==> src/rtl/icache_pkg.sv <==
// ---------------------------------------------------------------------------
// icache_pkg
// Shared definitions for the instruction cache controller.
//   - geometry constants (2-way, 64 sets, 4 x 32-bit words per line)
//   - controller state encoding
//   - core address field split helpers
// ---------------------------------------------------------------------------
package icache_pkg;

  localparam int SET_W      = 6;
  localparam int TAG_W      = 22;
  localparam int LINE_WORDS = 4;
  localparam int WORD_SEL_W = 2;
  localparam int NUM_SETS   = 1 << SET_W;
  localparam int LINE_W     = 32 * LINE_WORDS;
  localparam int FLUSH_W    = SET_W + 1;   // walks {set, way}

  typedef enum logic [2:0] {
    FLUSH,
    IDLE,
    LOOK0,
    LOOK1,
    REFILL,
    WRITE
  } state_t;

  // Word-granular view of a core byte address: {tag, set, word}.
  typedef struct packed {
    logic [TAG_W-1:0]      tag;
    logic [SET_W-1:0]      set;
    logic [WORD_SEL_W-1:0] word;
  } line_addr_t;

  // Drops the byte offset and splits the rest into cache fields.
  function automatic line_addr_t split_addr(input logic [31:0] byte_addr);
    return line_addr_t'(byte_addr >> 2);
  endfunction

  // Byte address of one word of a line.
  function automatic logic [31:0] word_addr(input logic [TAG_W-1:0]      tag,
                                            input logic [SET_W-1:0]      set,
                                            input logic [WORD_SEL_W-1:0] word);
    return {tag, set, word, 2'b00};
  endfunction

endpackage

==> src/rtl/icache_lru.sv <==
// ---------------------------------------------------------------------------
// icache_lru
// One LRU bit per set. The bit names the way to evict next.
// Ports:
//   clk, reset        clock, asynchronous active-high reset (clears all bits)
//   rd_set / rd_bit   combinational read port
//   wr_en / wr_set /
//   wr_bit            synchronous write port
// ---------------------------------------------------------------------------
module icache_lru
  import icache_pkg::*;
(
  input  logic             clk,
  input  logic             reset,
  input  logic [SET_W-1:0] rd_set,
  output logic             rd_bit,
  input  logic             wr_en,
  input  logic [SET_W-1:0] wr_set,
  input  logic             wr_bit
);

  logic lru_reg [NUM_SETS];

  always_ff @(posedge clk or posedge reset) begin
    if (reset) begin
      for (int i = 0; i < NUM_SETS; i++) begin
        lru_reg[i] <= 1'b0;
      end
    end else if (wr_en) begin
      lru_reg[wr_set] <= wr_bit;
    end
  end

  assign rd_bit = lru_reg[rd_set];

endmodule

==> src/rtl/icache_ctrl.sv <==
// ---------------------------------------------------------------------------
// icache_ctrl
// Read-only 2-way instruction cache controller in front of cache_mem_wrap.
// Looks up way 0 then way 1 through the single set/way port, refills misses
// from the memory bus as four word reads, and supports bulk invalidation.
// Ports:
//   clk, reset                       clock, asynchronous active-high reset
//   core_req_i/core_addr_i/
//   core_gnt_o/core_rvalid_o/
//   core_rdata_o                     core fetch port (one request in flight)
//   flush_i/flush_busy_o             invalidate-all request / busy status
//   mem_req_o/mem_addr_o/mem_gnt_i/
//   mem_rvalid_i/mem_rdata_i         memory word-read bus (in-order responses)
//   set/way/enable/write_enable/
//   val_write_enable/line_valid_i/
//   line_tag_i/line_i/line_be_i      cache_mem_wrap command/write side
//   line_valid_o/line_tag_o/line_o   cache_mem_wrap read side (1-cycle latency)
// ---------------------------------------------------------------------------
module icache_ctrl
  import icache_pkg::*;
(
  input  logic              clk,
  input  logic              reset,
  input  logic              core_req_i,
  input  logic [31:0]       core_addr_i,
  output logic              core_gnt_o,
  output logic              core_rvalid_o,
  output logic [31:0]       core_rdata_o,
  input  logic              flush_i,
  output logic              flush_busy_o,
  output logic              mem_req_o,
  output logic [31:0]       mem_addr_o,
  input  logic              mem_gnt_i,
  input  logic              mem_rvalid_i,
  input  logic [31:0]       mem_rdata_i,
  output logic [SET_W-1:0]  set,
  output logic              way,
  output logic              enable,
  output logic              write_enable,
  output logic              val_write_enable,
  output logic              line_valid_i,
  output logic [TAG_W-1:0]  line_tag_i,
  output logic [LINE_W-1:0] line_i,
  output logic [15:0]       line_be_i,
  input  logic              line_valid_o,
  input  logic [TAG_W-1:0]  line_tag_o,
  input  logic [LINE_W-1:0] line_o
);

  state_t               state;
  line_addr_t           addr_reg;
  logic [FLUSH_W-1:0]   flush_cnt;
  logic [2:0]           issue_cnt;   // 0..4, stops requesting at 4
  logic [1:0]           rcv_cnt;
  logic                 victim_reg;
  logic [31:0]          line_buf [LINE_WORDS];
  logic [31:0]          rd_words [LINE_WORDS];

  line_addr_t           req_fields;
  logic                 grant;
  logic                 tag_hit;
  logic                 lru_rd;
  logic                 lru_we;
  logic                 lru_wbit;

  assign req_fields = split_addr(core_addr_i);

  // Flush wins over a simultaneous core request.
  assign grant        = (state == IDLE) && !flush_i && core_req_i;
  assign core_gnt_o   = grant;
  assign flush_busy_o = (state == FLUSH);

  assign mem_req_o  = (state == REFILL) && !issue_cnt[2];
  assign mem_addr_o = word_addr(addr_reg.tag, addr_reg.set, issue_cnt[1:0]);

  // The read side always reflects whichever way was addressed last cycle,
  // so the same compare serves LOOK0 (way 0) and LOOK1 (way 1).
  assign tag_hit = line_valid_o && (line_tag_o == addr_reg.tag);

  for (genvar gi = 0; gi < LINE_WORDS; gi++) begin : g_words
    assign rd_words[gi]          = line_o[32*gi +: 32];
    assign line_i[32*gi +: 32]   = line_buf[gi];
  end

  assign line_tag_i = addr_reg.tag;
  assign line_be_i  = 16'hFFFF;

  // Cache memory command port.
  always_comb begin
    enable           = 1'b0;
    write_enable     = 1'b0;
    val_write_enable = 1'b0;
    line_valid_i     = 1'b0;
    set              = addr_reg.set;
    way              = 1'b0;
    case (state)
      FLUSH: begin
        enable           = 1'b1;
        val_write_enable = 1'b1;
        set              = flush_cnt[FLUSH_W-1:1];
        way              = flush_cnt[0];
      end
      IDLE: begin
        if (grant) begin
          enable = 1'b1;
          set    = req_fields.set;
        end
      end
      LOOK0: begin
        // Way 0 result arrives while way 1 is being read.
        enable = 1'b1;
        way    = 1'b1;
      end
      WRITE: begin
        enable           = 1'b1;
        write_enable     = 1'b1;
        val_write_enable = 1'b1;
        line_valid_i     = 1'b1;
        way              = victim_reg;
      end
      default: ;
    endcase
  end

  // LRU bit points at the way not most recently used.
  always_comb begin
    lru_we   = 1'b0;
    lru_wbit = 1'b0;
    case (state)
      LOOK0: begin
        lru_we   = tag_hit;
        lru_wbit = 1'b1;
      end
      LOOK1: begin
        lru_we   = tag_hit;
        lru_wbit = 1'b0;
      end
      WRITE: begin
        lru_we   = 1'b1;
        lru_wbit = ~victim_reg;
      end
      default: ;
    endcase
  end

  icache_lru u_lru (
    .clk    (clk),
    .reset  (reset),
    .rd_set (addr_reg.set),
    .rd_bit (lru_rd),
    .wr_en  (lru_we),
    .wr_set (addr_reg.set),
    .wr_bit (lru_wbit)
  );

  always_ff @(posedge clk or posedge reset) begin
    if (reset) begin
      state         <= FLUSH;
      flush_cnt     <= '0;
      addr_reg      <= '0;
      issue_cnt     <= '0;
      rcv_cnt       <= '0;
      victim_reg    <= 1'b0;
      core_rvalid_o <= 1'b0;
      core_rdata_o  <= '0;
    end else begin
      core_rvalid_o <= 1'b0;
      case (state)
        FLUSH: begin
          // Counter wraps back to 0, ready for the next flush.
          flush_cnt <= flush_cnt + 1'b1;
          if (&flush_cnt) begin
            state <= IDLE;
          end
        end
        IDLE: begin
          if (flush_i) begin
            state <= FLUSH;
          end else if (core_req_i) begin
            addr_reg <= req_fields;
            state    <= LOOK0;
          end
        end
        LOOK0: begin
          if (tag_hit) begin
            core_rdata_o  <= rd_words[addr_reg.word];
            core_rvalid_o <= 1'b1;
            state         <= IDLE;
          end else begin
            state <= LOOK1;
          end
        end
        LOOK1: begin
          if (tag_hit) begin
            core_rdata_o  <= rd_words[addr_reg.word];
            core_rvalid_o <= 1'b1;
            state         <= IDLE;
          end else begin
            victim_reg <= lru_rd;
            issue_cnt  <= '0;
            rcv_cnt    <= '0;
            state      <= REFILL;
          end
        end
        REFILL: begin
          if (mem_req_o && mem_gnt_i) begin
            issue_cnt <= issue_cnt + 1'b1;
          end
          if (mem_rvalid_i) begin
            rcv_cnt <= rcv_cnt + 1'b1;
            if (rcv_cnt == 2'd3) begin
              state <= WRITE;
            end
          end
        end
        WRITE: begin
          core_rdata_o  <= line_buf[addr_reg.word];
          core_rvalid_o <= 1'b1;
          state         <= IDLE;
        end
        default: state <= FLUSH;
      endcase
    end
  end

  // Refill assembly buffer; pure datapath, no reset needed.
  always_ff @(posedge clk) begin
    if ((state == REFILL) && mem_rvalid_i) begin
      line_buf[rcv_cnt] <= mem_rdata_i;
    end
  end

endmodule

==> config.mk <==
export PLATFORM = sky130hd
export DESIGN_NAME = icache_ctrl
export DESIGN_NICKNAME = d
export VERILOG_FILES = /design/src/rtl/icache_pkg.sv /design/src/rtl/icache_lru.sv /design/src/rtl/icache_ctrl.sv
export SDC_FILE = /design/constraint.sdc
export NUM_CORES = 1
export LEC_CHECK = 0
export ABC_AREA = 1
export CAP_MARGIN = 30
export CORE_MARGIN = 2
export CORE_UTILIZATION = 42
export CTS_CLUSTER_SIZE = 25
export DETAILED_ROUTE_END_ITERATION = 16
export PLACE_DENSITY = 0.87
export REMOVE_ABC_BUFFERS = 1
export SYNTH_ARGS = -nofsm -noshare
export SYNTH_HDL_FRONTEND = slang
export SYNTH_SLANG_ARGS = --single-unit
==> constraint.sdc <==
create_clock -name clk -period 4.6 [get_ports clk]
set_input_delay 0.69 -clock clk [delete_from_list [all_inputs] [get_ports clk]]
set_output_delay 0.69 -clock clk [all_outputs]
set_load 0.05 [all_outputs]
======== Word-level counts from Yosys, hierarchy flattened ========
Memory sizes are Yosys's and may differ from the RTL's.
Index checks and enable logic that the tools add are counted.
operators by class
  $add $sub $neg .......................... 3
  magnitude comparators ................... 3
  equal/unequal tests ..................... 14
  multiplexer cells ....................... 38
  bitwise operators ....................... 5
  reduce and logical (&&, ||, !) cells .... 22
operator list
  operator                                                                       count
  32-bit 2-to-1 mux                                                              3
  32-bit binary-select mux with 2-bit select                                     1
  64-bit bitwise mux                                                             1
  32-bit one-hot mux with 2 select lines                                         1
  3-bit 2-to-1 mux                                                               8
  22-bit equality test                                                           1
  3-bit one-hot mux with 6 select lines                                          1
  6-bit one-hot mux with 2 select lines                                          1
  1-bit 2-to-1 mux                                                               9
  3-bit AND reduction                                                            3
  2-bit by 1-bit != test with 1-bit output (second input constant)               4
  1-bit one-hot mux with 2 select lines                                          4
  7-bit by 1-bit adder with 7-bit output (second input constant)                 1
  7-bit >= comparator (second input constant)                                    1
  1-bit logical AND                                                              7
  7-bit by 1-bit less-than comparator with 1-bit output (second input constant)  1
  6-bit inverter with 7-bit output                                               1
  7-bit AND reduction                                                            1
  1-bit binary-select mux with 6-bit select                                      1
  1-bit demux with 6-bit select                                                  1
  3-bit by 2-bit equality test with 1-bit output (second input constant)         2
  3-bit equality test (second input constant)                                    2
  2-bit 2-to-1 mux                                                               3
  6-bit 2-to-1 mux                                                               1
  19 further kinds                                                               26
word-level totals
  register bits after elaboration ......... 143
  memory bits (writable) .................. 128
  input port bits ......................... 221
  output and inout bits ................... 245
  word-level logic and storage cells ...... 160
  memories ................................ 1
memories
  memory    words  bits a word  read ports  clocked after Yosys merged registers in  write ports  line               text
  line_buf  4      32           5           0                                        1            icache_ctrl.sv:56  logic [31:0] line_buf [LINE_WORDS];

======== Depth between registers and ports, before layout ========
  depth after elaboration ................. 6
  depth in mapped cells ................... 16
  depth with buffers taken out ............ 13

======== Modules after synthesis ========
From an unflattened synthesis, not the netlist that was laid out.
unflattened totals
  cells, all modules ...................... 1,484
  area, all modules ....................... 13,942.1 µm²
modules (own cells, without submodules)
  module       times used  cells each  area each (µm²)  sequential area each (µm²)
  icache_ctrl  1           1,063       10,507.6         5,820.6
  icache_lru   1           421         3,434.5          1,601.5

======== Worst setup path after synthesis ========
OpenSTA, ideal clock, no wires.
  kind .................................... register to output
  start ................................... reg state[2]
  end ..................................... out set[3]
  arrival ................................. 2,433 ps
  required time ........................... 3,910 ps
  setup slack ............................. 1,477 ps
  cell stages (with the launch flop) ...... 6
  buffers on the path ..................... 0
  path through ............................ dfrtp_1 > nor2_4 > inv_1 > nor2_2 > inv_1 > o221ai_1
between the ends
  elaborated cells on any way between the ends .. 6
  those cells by class .................... eq/ne (1); mux (2); reduce/logical (3)
RTL lines
  what                                   line                text
  start, declared                        icache_ctrl.sv:50   state_t state;
  start signal, assigned                 icache_ctrl.sv:158  state <= FLUSH;
  start signal, assigned                 icache_ctrl.sv:173  state <= IDLE;
  start signal, assigned                 icache_ctrl.sv:178  state <= FLUSH;
  3-bit zero test                        -
  named net flush_busy_o                 icache_ctrl.sv:30   output logic flush_busy_o,
  6-bit one-hot mux with 2 select lines  icache_ctrl.sv:96   case (state)
  end, declared                          icache_ctrl.sv:36   output logic [SET_W-1:0] set,
The timed path passes the listed nets, and every way through them passes these cells.

======== Final worst setup path ========
  start ................................... reg state[2]
  end ..................................... out set[1]
between the ends
  longest elaborated chain between the ends .. 5
  elaborated cells on any way between the ends .. 6
  those cells by class .................... eq/ne (1); mux (2); reduce/logical (3)
ends and longest elaborated chain
  what                                            line                                  text
  3-bit by 1-bit equality test with 1-bit output  icache_ctrl.sv:69, icache_ctrl.sv:96
  1-bit logical AND (2 in series)                 icache_ctrl.sv:69                     assign grant = (state == IDLE) && !flush_i && core_req_i;
  6-bit 2-to-1 mux                                icache_ctrl.sv:104                    if (grant) begin
  6-bit one-hot mux with 2 select lines (*)       icache_ctrl.sv:96
Mark *: on every way between the ends. The rest lies on a longest branch, timed or not.

==> qor.txt <==
Outcome: finished clean
Via/cell ratio: 5.46
Critical Path Max Stage Delay: 0.83 ns
Vias: 13800
CP Launch Type: flip-flop
Critical path's slowest cell: clkdlybuf4s50_1
Fin area: 19700 um2
Synth Area per Inst: 8.49 um2
Chip width: 188 um
Die ar.: 35500 um2
Max Cap Viol: 0
Wire per inst: 20.7 um
Worst Tran Pin Value: 0.938 ns
Worst vdd ir: 0.000576 V
Top cells by area, synth: edfxtp_1, dfrtp_1, nand2_1
# placed instances: 2454
I/O pin total: 466
Tightest Hold Check Type: flip-flop to flip-flop
Core area: 33500 um2
RSZ-0062 raised after global routing: no
Final Hold Fails: 0
Critical path, cell by cell: nor2_4 -> inv_1 -> nor2_4 -> nand2_1 -> inv_1 -> nand2_1 -> inv_2 -> nand2_1 -> o21ai_1 -> nand2_1 -> o211ai_1 -> clkdlybuf4s50_1
CTS tree: done
Yosys reg bits: 271
Final period util: 92.5%
Starting density of the core: 42.6%
WHS: 0.471 ns
DRC Markers: 0
CTS sink count: 271
Slew Limit Headroom: 37.2%
Number of detailed-route iterations in the first pass: 6
Critical Path RT: 3.91 ns
Overflow after GRT: 0
Post-route ant nets: 0
Crit-path max FO: 31
Max reg flops: 128
Area leader, netlist: edfxtp_1
CP Capture Type: output port
Max-slew violation count: 0
Initial antenna violation count: 13
Placed inst area: 18700 um2
Layout cells sized above 1: 4.56%
Endpoints failing setup: 0
Drt total wl: 52200 um
Finished Layout Cells: 2524
Setup Skew: 0.0363 ns
Filler cell count in the final layout: 2707
Clk_lat worst skew: 0.59 ns
GP Congestion: 0.925
Post-synth EDFFs: 128
Area share of the largest cell type after synthesis: 26.9%
Crit path top cell by count: nand2_1
Top FF cell, synth: dfrtp_1
Total GRT Usage: 28.3%
CTS max path bufs: 3
Cell Area, Synth: 14300 um2
Number of global-route vias before repair: 13800
Row count: 67
Critical path class: flip-flop to output port
Pwr Density: 589 nW/um2
Nets: 2266
Hpwl dp: 36000 um
Clock tree root buffer cell: clkbuf_16
IO buf count: 445
First DRT Iteration DRCs: 1198
First-pass GRT wire length: 78100 um
Post-synth cell types: 30
CTS H-tree lvls: 1
Post-synthesis sequential area ratio: 52.0%
Final min period: 4.25 ns
Die Height: 188 um
Clock transition at path regs: 0.06 ns
Warnings from Yosys: 0
Total Power: 11600 uW
Critical path data arrival time: 3.56 ns
Largest net degree at the start of global routing: 76
Setup TNS: 0 ns
Syn Inst Count: 1682
P&R area growth vs syn: 38.2%
Async set or reset register ratio after synthesis: 52.8%
Fmax: 235 MHz
P_leak: 0.00852 uW
TritonCTS buffer count: 31
worst max-delay path: cells and delay by family, from the launching register on:
| family | cells | cell delay [ns] |
|---|---|---|
| AOI/OAI and AO/OA | 2 | 0.22 |
| DFF | 1 | 0.44 |
| buffers and inverters | 4 | 1.41 |
| and+or+nand+nor | 6 | 0.90 |
cells by family after synthesis:
group | after synthesis | synth area share, %
AOI/OAI and AO/OA | 232 | 9.47
xor gates and xnor gates | 9 | 0.552
adders and majority gates | 6 | 0.526
buffers and inverters | 299 | 10.3
DFF | 271 | 52.0
muxes | 64 | 4.49
other | 2 | 0.0526
and+or+nand+nor | 799 | 22.6
final cells by class:
cell class              count  area, um2  area share (%)
multi-input cells        1128       5490            27.8
flip-flops and latches    271       7430            37.6
inverters                 137        519            2.63
repair buffers            470       4670            23.7
clock buffers              42        857            4.34
well taps                 448        561            2.84
clock inverters            15        174           0.881
diodes                     13       32.5           0.165
metrics by stage:
stage | utilization, % | worst slack, ns
after floorplan | - | -1.17
after detailed placement | 55.7 | 0.915
final | 58.8 | 0.347
after global routing | 58.8 | 0.0479
after global placement | 55.7 | 0.905
after CTS | 58.7 | 0.321
final timing paths:
kind / from / to / slack (ns) / cells after the start
setup / recovery: state[2] / set[1] / 0.35 / 12
hold / removal: u_lru.lru_reg[12] / u_lru.lru_reg[12] / 0.47 / 2
setup reg to reg: state[2] / u_lru.lru_reg[53] / 1.40 / 8
hold reg to reg: u_lru.lru_reg[12] / u_lru.lru_reg[12] / 0.47 / 2
max in group asynchronous: reset / core_rdata_o[7] / 3.09 / 3
min in group asynchronous: reset / line_tag_i[12] / 0.62 / 2
synth_stat cells (3+ instances only):
cell      number
a21oi_1       67
buf_1          8
buf_2         30
buf_4         80
clkbuf_1      43
dfrtp_1      143
edfxtp_1     128
ha_1           6
inv_1        133
inv_2          4
mux2i_1       64
nand2_1      535
nand3_1      145
nor2_1       101
nor3_1        10
o211ai_1      67
o21ai_0       89
o21ai_1        5
o221ai_1       3
xnor2_1        4
xor2_1         5
layout by cell type, fill, tap and decap left out, drive strengths merged:
cell	instances
a21oi	67
buf	28
bufinv	3
clkbuf	42
clkdlybuf4s50	441
clkinv	8
clkinvlp	2
conb	18
dfrtp	143
diode	13
dlymetal6s2s	1
edfxtp	128
ha	6
inv	139
mux2i	64
nand2	536
nand3	145
nand4	3
nor2	104
nor3	11
o211ai	67
o21ai	95
o221ai	3
xnor2	4
xor2	5
where the power goes:
group	switching (uW)	total (uW)	leakage [uW]	internal (uW)
clock network	1040	2510	0.000501	1480
logic	3960	5710	0.00498	1740
registers	495	3410	0.00304	2910
total	5490	11600	0.00852	6130
layer usage:
metal | up-vias | wire length (um) | track usage, %
li1 | 6188 | - | -
met4 | 0 | 2550 | 12.7
met2 | 807 | 25400 | 48.8
met1 | 6607 | 18600 | 32.4
met3 | 174 | 5650 | 8.90
met5 | - | 0 | 0
what timing repair did:
action                                 in CTS  in global routing
resized for setup                           0                  1
setup buffers                               0                  0
endpoints found under the hold margin       0                  0
setup endpoints to repair                   0                  1
hold buffers                                0                  0
Note: power is estimated with default switching activity, not from simulation.
